### src/rtl/layer_sched.sv
// layer_sched: launches the LeNet layer engines one at a time in index order,
// steers the shared DRAM port to the active engine and watchdogs every layer.
module layer_sched #(
    parameter int NUM_LAYERS = 5,
    parameter int DATA_WIDTH = 32,
    parameter int ADDR_WIDTH = 18,
    parameter int TIMEOUT    = 1048576,
    parameter int CNT_WIDTH  = 32
) (
    input  logic                             clk,
    input  logic                             srst,
    input  logic                             start,
    input  logic                             abort,
    output logic                             busy,
    output logic                             done,
    output logic                             err,
    output logic [2:0]                       err_layer,
    output logic [CNT_WIDTH-1:0]             total_cycles,
    output logic [NUM_LAYERS-1:0]            layer_en,
    input  logic [NUM_LAYERS-1:0]            layer_done,
    output logic [NUM_LAYERS-1:0]            layer_flush,
    output logic [NUM_LAYERS-1:0]            layer_valid,
    input  logic [NUM_LAYERS*ADDR_WIDTH-1:0] layer_addr_in,
    input  logic [NUM_LAYERS*ADDR_WIDTH-1:0] layer_addr_out,
    input  logic [NUM_LAYERS*DATA_WIDTH-1:0] layer_data_out,
    input  logic [NUM_LAYERS-1:0]            layer_en_rd,
    input  logic [NUM_LAYERS-1:0]            layer_en_wr,
    input  logic                             dram_valid,
    output logic [ADDR_WIDTH-1:0]            addr_in,
    output logic [ADDR_WIDTH-1:0]            addr_out,
    output logic [DATA_WIDTH-1:0]            data_out,
    output logic                             dram_en_rd,
    output logic                             dram_en_wr
);
    localparam int IDX_W = (NUM_LAYERS > 1) ? $clog2(NUM_LAYERS) : 1;

    localparam logic [2:0] S_IDLE   = 3'd0;
    localparam logic [2:0] S_LAUNCH = 3'd1;
    localparam logic [2:0] S_RUN    = 3'd2;
    localparam logic [2:0] S_FINISH = 3'd3;
    localparam logic [2:0] S_ERR    = 3'd4;

    localparam logic [IDX_W-1:0]     LAST_IDX  = IDX_W'(NUM_LAYERS - 1);
    localparam logic [CNT_WIDTH-1:0] RUN_LIMIT = CNT_WIDTH'(TIMEOUT - 1);
    localparam logic [CNT_WIDTH-1:0] CNT_MAX   = {CNT_WIDTH{1'b1}};

    logic [2:0]            state_q, state_d;
    logic [IDX_W-1:0]      idx_q, idx_d;
    logic [CNT_WIDTH-1:0]  run_cnt_q, run_cnt_d;
    logic [CNT_WIDTH-1:0]  total_q, total_d;
    logic [2:0]            err_layer_q, err_layer_d;
    logic                  flush_q, flush_d;
    logic                  busy_q, done_q, err_q;
    logic [NUM_LAYERS-1:0] layer_en_q;
    logic                  active_s;
    int                    sel_s;

    // Next-state logic for the sequencer, counters and error capture.
    always_comb begin
        state_d     = state_q;
        idx_d       = idx_q;
        run_cnt_d   = run_cnt_q;
        total_d     = total_q;
        err_layer_d = err_layer_q;
        flush_d     = 1'b0;
        if ((state_q == S_LAUNCH) || (state_q == S_RUN)) begin
            total_d = (total_q == CNT_MAX) ? total_q : total_q + CNT_WIDTH'(1);
        end else begin
            total_d = total_q;
        end
        case (state_q)
            S_IDLE: begin
                if (start) begin
                    state_d     = S_LAUNCH;
                    idx_d       = '0;
                    total_d     = '0;
                    err_layer_d = 3'd0;
                end else begin
                    state_d = S_IDLE;
                end
            end
            S_LAUNCH: begin
                run_cnt_d = '0;
                state_d   = S_RUN;
            end
            S_RUN: begin
                // A done pulse in the watchdog's last cycle still counts as success.
                if (layer_done[idx_q]) begin
                    if (idx_q == LAST_IDX) begin
                        state_d = S_FINISH;
                    end else begin
                        idx_d   = idx_q + IDX_W'(1);
                        state_d = S_LAUNCH;
                    end
                end else if (run_cnt_q == RUN_LIMIT) begin
                    state_d     = S_ERR;
                    err_layer_d = 3'(idx_q);
                end else begin
                    run_cnt_d = run_cnt_q + CNT_WIDTH'(1);
                end
            end
            S_FINISH: begin
                state_d = S_IDLE;
            end
            S_ERR: begin
                if (start || abort) begin
                    state_d = S_IDLE;
                    flush_d = 1'b1;
                end else begin
                    state_d = S_ERR;
                end
            end
            default: begin
                state_d = S_IDLE;
            end
        endcase
        if (abort && (state_q != S_IDLE)) begin
            state_d = S_IDLE;
            flush_d = 1'b1;
        end else begin
            flush_d = flush_d;
        end
    end

    // State, counters and registered status outputs decoded from the next state.
    always_ff @(posedge clk) begin
        if (srst) begin
            state_q     <= S_IDLE;
            idx_q       <= '0;
            run_cnt_q   <= '0;
            total_q     <= '0;
            err_layer_q <= 3'd0;
            flush_q     <= 1'b0;
            busy_q      <= 1'b0;
            done_q      <= 1'b0;
            err_q       <= 1'b0;
            layer_en_q  <= '0;
        end else begin
            state_q     <= state_d;
            idx_q       <= idx_d;
            run_cnt_q   <= run_cnt_d;
            total_q     <= total_d;
            err_layer_q <= err_layer_d;
            flush_q     <= flush_d;
            busy_q      <= (state_d != S_IDLE);
            done_q      <= (state_d == S_FINISH);
            err_q       <= (state_d == S_ERR);
            layer_en_q  <= (state_d == S_LAUNCH) ? (NUM_LAYERS'(1) << idx_d) : '0;
        end
    end

    assign active_s = (state_q == S_LAUNCH) || (state_q == S_RUN);
    assign sel_s    = int'(idx_q);

    // DRAM port steering: zero-latency mux onto the active engine's slice.
    always_comb begin
        if (active_s) begin
            addr_in     = layer_addr_in[sel_s*ADDR_WIDTH +: ADDR_WIDTH];
            addr_out    = layer_addr_out[sel_s*ADDR_WIDTH +: ADDR_WIDTH];
            data_out    = layer_data_out[sel_s*DATA_WIDTH +: DATA_WIDTH];
            dram_en_rd  = layer_en_rd[idx_q];
            dram_en_wr  = layer_en_wr[idx_q];
            layer_valid = NUM_LAYERS'(dram_valid) << idx_q;
        end else begin
            addr_in     = '0;
            addr_out    = '0;
            data_out    = '0;
            dram_en_rd  = 1'b0;
            dram_en_wr  = 1'b0;
            layer_valid = '0;
        end
    end

    assign busy         = busy_q;
    assign done         = done_q;
    assign err          = err_q;
    assign err_layer    = err_layer_q;
    assign total_cycles = total_q;
    assign layer_en     = layer_en_q;
    assign layer_flush  = {NUM_LAYERS{flush_q}};

endmodule

### config.mk
export PLATFORM = sky130hd
export DESIGN_NAME = layer_sched
export DESIGN_NICKNAME = d
export VERILOG_FILES = /design/src/rtl/layer_sched.sv
export SDC_FILE = /design/constraint.sdc
export NUM_CORES = 1
export LEC_CHECK = 0
export CORE_AREA = 2 2 187 189
export CTS_BUF_LIST = sky130_fd_sc_hd__clkbuf_4 sky130_fd_sc_hd__clkbuf_8
export CTS_CLUSTER_DIAMETER = 60
export DETAILED_ROUTE_END_ITERATION = 7
export DIE_AREA = 0 0 189 191
export PLACE_DENSITY_LB_ADDON = 0.08
export SLEW_MARGIN = 25
export SYNTH_ARGS = -nofsm -noshare
export SYNTH_HDL_FRONTEND = slang
export SYNTH_SLANG_ARGS = --single-unit
### constraint.sdc
create_clock -name clk -period 4.9 [get_ports clk]
set_input_delay 0.49 -clock clk [delete_from_list [all_inputs] [get_ports clk]]
set_output_delay 0.49 -clock clk [all_outputs]
set_load 0.01 [all_outputs]
==> results.md <==
- Min Clock Period, post-route: 3.71 ns
- P_leak: 4.05 nW
- Nets: 1721
- Port bufs: 482
- Primary FF master, synth: dfxtp_1
- Crit-path cells: buf_4 -> mux4_2 -> nor2b_1 -> a21oi_1 -> nor2_1 -> clkdlybuf4s50_1
- H-tree levels: 3
- Placer Congestion: 0.887
- Count of maximum capacitance violations: 0
- Psw: 568 uW
- HP Start: run_cnt_q[25]
- DRT Pass-1 Iters: 5
- Critical path type: register to output pin
- CTS tree: done
- Final setup violation count: 0
- Max Freq: 0.270 GHz
- Internal power: 1.40 mW
- Setup Total Neg Slack: 0 ns
- Seq pwr share: 0.348
- Die X: 189 um
- Worst Hold End: run_cnt_q[25]
- Initial antenna violation count: 17
- Filler Cell Count: 3552
- Clk slew on worst S/H paths: 0.08 ns
- Die height: 191 um
- Grt total ovfl: 0
- # hold bufs at CTS: 0
- Rel. slew slack: 0.378
- CTS buffer count: 9
- Post-cts gate resize count: 0
- Synthesized Nets: 1291
- Final ANT Viol Nets: 0
- Synth Instances: 927
- R2R Path End: run_cnt_q[24]
- Routed len/inst: 22.0 um
- Pwr Density: 158 nW/um^2
- Drt total wl: 40.1 mm
- First-pass GRT wire length: 56.3 mm
- Worst r2r src: idx_q[2]
- Endpoint arrival time on the critical path: 3.22 ns
- Number of remaining DRC errors: 0
- Fin. Hold Viols: 0
- Largest net degree at the start of global routing: 75
- R2R depth: 7
- RSZ-0062 raised after global routing: no
- Total number of vias: 8559
- Post-CTS Repair Setup Buffers: 0
- Sequential area share after synthesis: 0.233
- # IOs: 483
- Vias in the first global route: 8248
- Ys Warns: 0
- Starting Density: 0.207
- GR Util All Layers: 0.211
- Post-DP HPWL: 31.7 mm
- Die area: 36100 sq um
- Synthesized flop and latch total: 82
- Clk_lat worst skew: 0.37 ns
- Final Cell Area: 12500 sq um
- Clk sinks: 82
- Post-synth EDFFs: 0
- Tightest Hold Check Type: register to register
- Tcrit/Tclk final: 0.757
- Site Rows: 68
- Setup Skew: 0.0130 ns
- Peak supply drop: 0.000112 V
- Syn Area/Cell: 7.60 sq um
- Gate power share: 0.393
- Via density: 4.68
- Reg-to-reg setup timing slack: 1.66 ns
- Max Root-Sink Buffers: 2
- Slew at the pin closest to its max-slew limit: 0.928 ns
- Placed Area: 12200 sq um
- CORE AREA: 34100 sq um
- CP max stage delay: 0.92 ns
- Switching Fraction: 0.289
- Fin. max-slew vios: 0
- Area grow syn2layout: 77.1%
- Clk pwr share: 0.259
- CP max stage cell: dfxtp_4
- Setup crit end kind: output pin
- Crit path max fanout: 46
- Post-synthesis cell area: 7050 sq um
- CP Launch Type: register
- Hold path depth: 2
- Netlist cell types: 59
- Starting DRT DRC Count: 400
- Layout cells sized above 1: 0.0631
- CTS root buffer: clkbuf_8
- Status: finished, final reports clean
- CP required: 4.41 ns
- Async SR Flop Fraction: 0
- Critical path origin: idx_q[0]
power groups by stage:
| stage | Sequential [mW] | Combinational, mW | Clock, mW |
|---|---|---|---|
| floorplan | 0.693 | 0.269 | 0 |
| global placement | 0.700 | 0.767 | 0 |
| detailed placement | 0.701 | 0.765 | 0 |
| CTS | 0.685 | 0.769 | 0.539 |
| global route | 0.687 | 0.822 | 0.564 |
| finish | 0.684 | 0.772 | 0.510 |
sequential cells by signal, indices dropped and copies added (netlist names):
register / flops
run_cnt_q: 32
total_cycles: 32
layer_en: 5
err_layer: 3
idx_q: 3
state_q: 3
busy: 1
done: 1
err: 1
flush_q: 1
critical path: cells and delay by family (launching register included):
family / cells / cell delay [ns]
AO/OA/AOI/OAI: 1 / 0.15
buffers and inverters: 2 / 1.00
flip-flops: 1 / 0.92
multiplexers: 1 / 0.54
AND/OR/NAND/NOR: 2 / 0.20
synth_stat cells (all sizes together) (2+ instances only):
library cell  number  area [sq um]
nor4               8          62.6
ha                 4          50.1
nand2             77           289
o31ai              3          22.5
a211oi             2          32.5
and4              13           114
o21a               4          30.0
and2               6          37.5
xor2              32           280
nand3             26           130
or3               10          67.6
and3              11          68.8
nand4             17           106
o2111ai            3          32.5
a21oi             98           494
nor3              17          85.1
dfxtp             82          1640
o211ai             7          52.6
or4                5          37.5
o21ai             57           289
clkbuf            45           169
nor2b             34           213
a32oi              2          17.5
xnor2              9          86.3
mux2i             82           821
mux4              32           721
inv                8          30.0
nand2b             4          25.0
a32o               2          20.0
nor2             172           646
buf               29           166
a31oi              5          31.3
or2                6          37.5
through the flow:
| step | power, mW | setup slack, ns | utilization | hold slack, ns | instances |
|---|---|---|---|---|---|
| floorplan | 0.962 | 2.44 | - | 0.448 | 927 |
| global placement | 1.47 | 1.48 | 0.358 | 0.462 | 1800 |
| detailed placement | 1.47 | 1.49 | 0.358 | 0.476 | 1800 |
| CTS | 1.99 | 1.07 | 0.364 | 0.488 | 1816 |
| global route | 2.07 | 0.964 | 0.366 | 0.503 | 1827 |
| finish | 1.97 | 1.19 | 0.366 | 0.485 | 1828 |
kinds of logic (layout without fill, tap and decap cells):
logic type,after synthesis,after routing,share of synthesized area
AO/OA/AOI/OAI,190,190,0.154
XOR/XNOR,41,41,0.0520
adder cells (fa/ha/maj),5,5,0.00852
buffers and inverters,82,517,0.0518
flip-flops,82,82,0.233
multiplexers,115,115,0.220
other,0,11,0
AND/OR/NAND/NOR,412,412,0.280
cell usage in the layout, fill, tap and decap left out, drive strengths merged, types with 5 or more instances in the layout:
cell,netlist,routed
clkbuf,45,11
or2,6,6
nor2b,34,34
xor2,32,32
a31oi,5,5
nor3,17,17
nor2,172,172
mux2i,82,82
mux4,32,32
nand2,77,77
xnor2,9,9
and4,13,13
nand4,17,17
or4,5,5
o21ai,57,57
clkdlybuf4s50,0,482
diode,0,11
nor4,8,8
buf,29,11
inv,8,8
a21oi,98,98
o211ai,7,7
and3,11,11
nand3,26,26
dfxtp,82,82
or3,10,10
and2,6,6
metal layers:
layer,up-vias,GRT usage,part of all wire
li1,4186,-,-
met1,4041,0.273,0.43
met2,279,0.337,0.48
met3,45,0.0475,0.064
met4,8,0.0874,0.021
met5,-,0,0.0011
cell type report:
class	count	area, sq um	share of cell area
Multi-Input combinational cell	763	5060	0.406
Timing Repair Buffer	493	4940	0.396
Sequential cell	82	1650	0.132
Tap cell	455	569	0.0456
Clock buffer	11	145	0.0116
Clock inverter	5	55.1	0.00441
Inverter	8	30.0	0.00241
Antenna cell	11	27.5	0.00221
worst max path at each step:
stage                    to  slack, ns
3_5_place_dp     dram_en_wr       1.49
5_1_grt          dram_en_wr       0.96
3_3_place_gp   data_out[18]       1.48
6_report       data_out[15]       1.19
2_1_floorplan   addr_in[11]       2.44
4_1_cts          dram_en_wr       1.07
No activity file was read; power rests on OpenSTA's default activity.
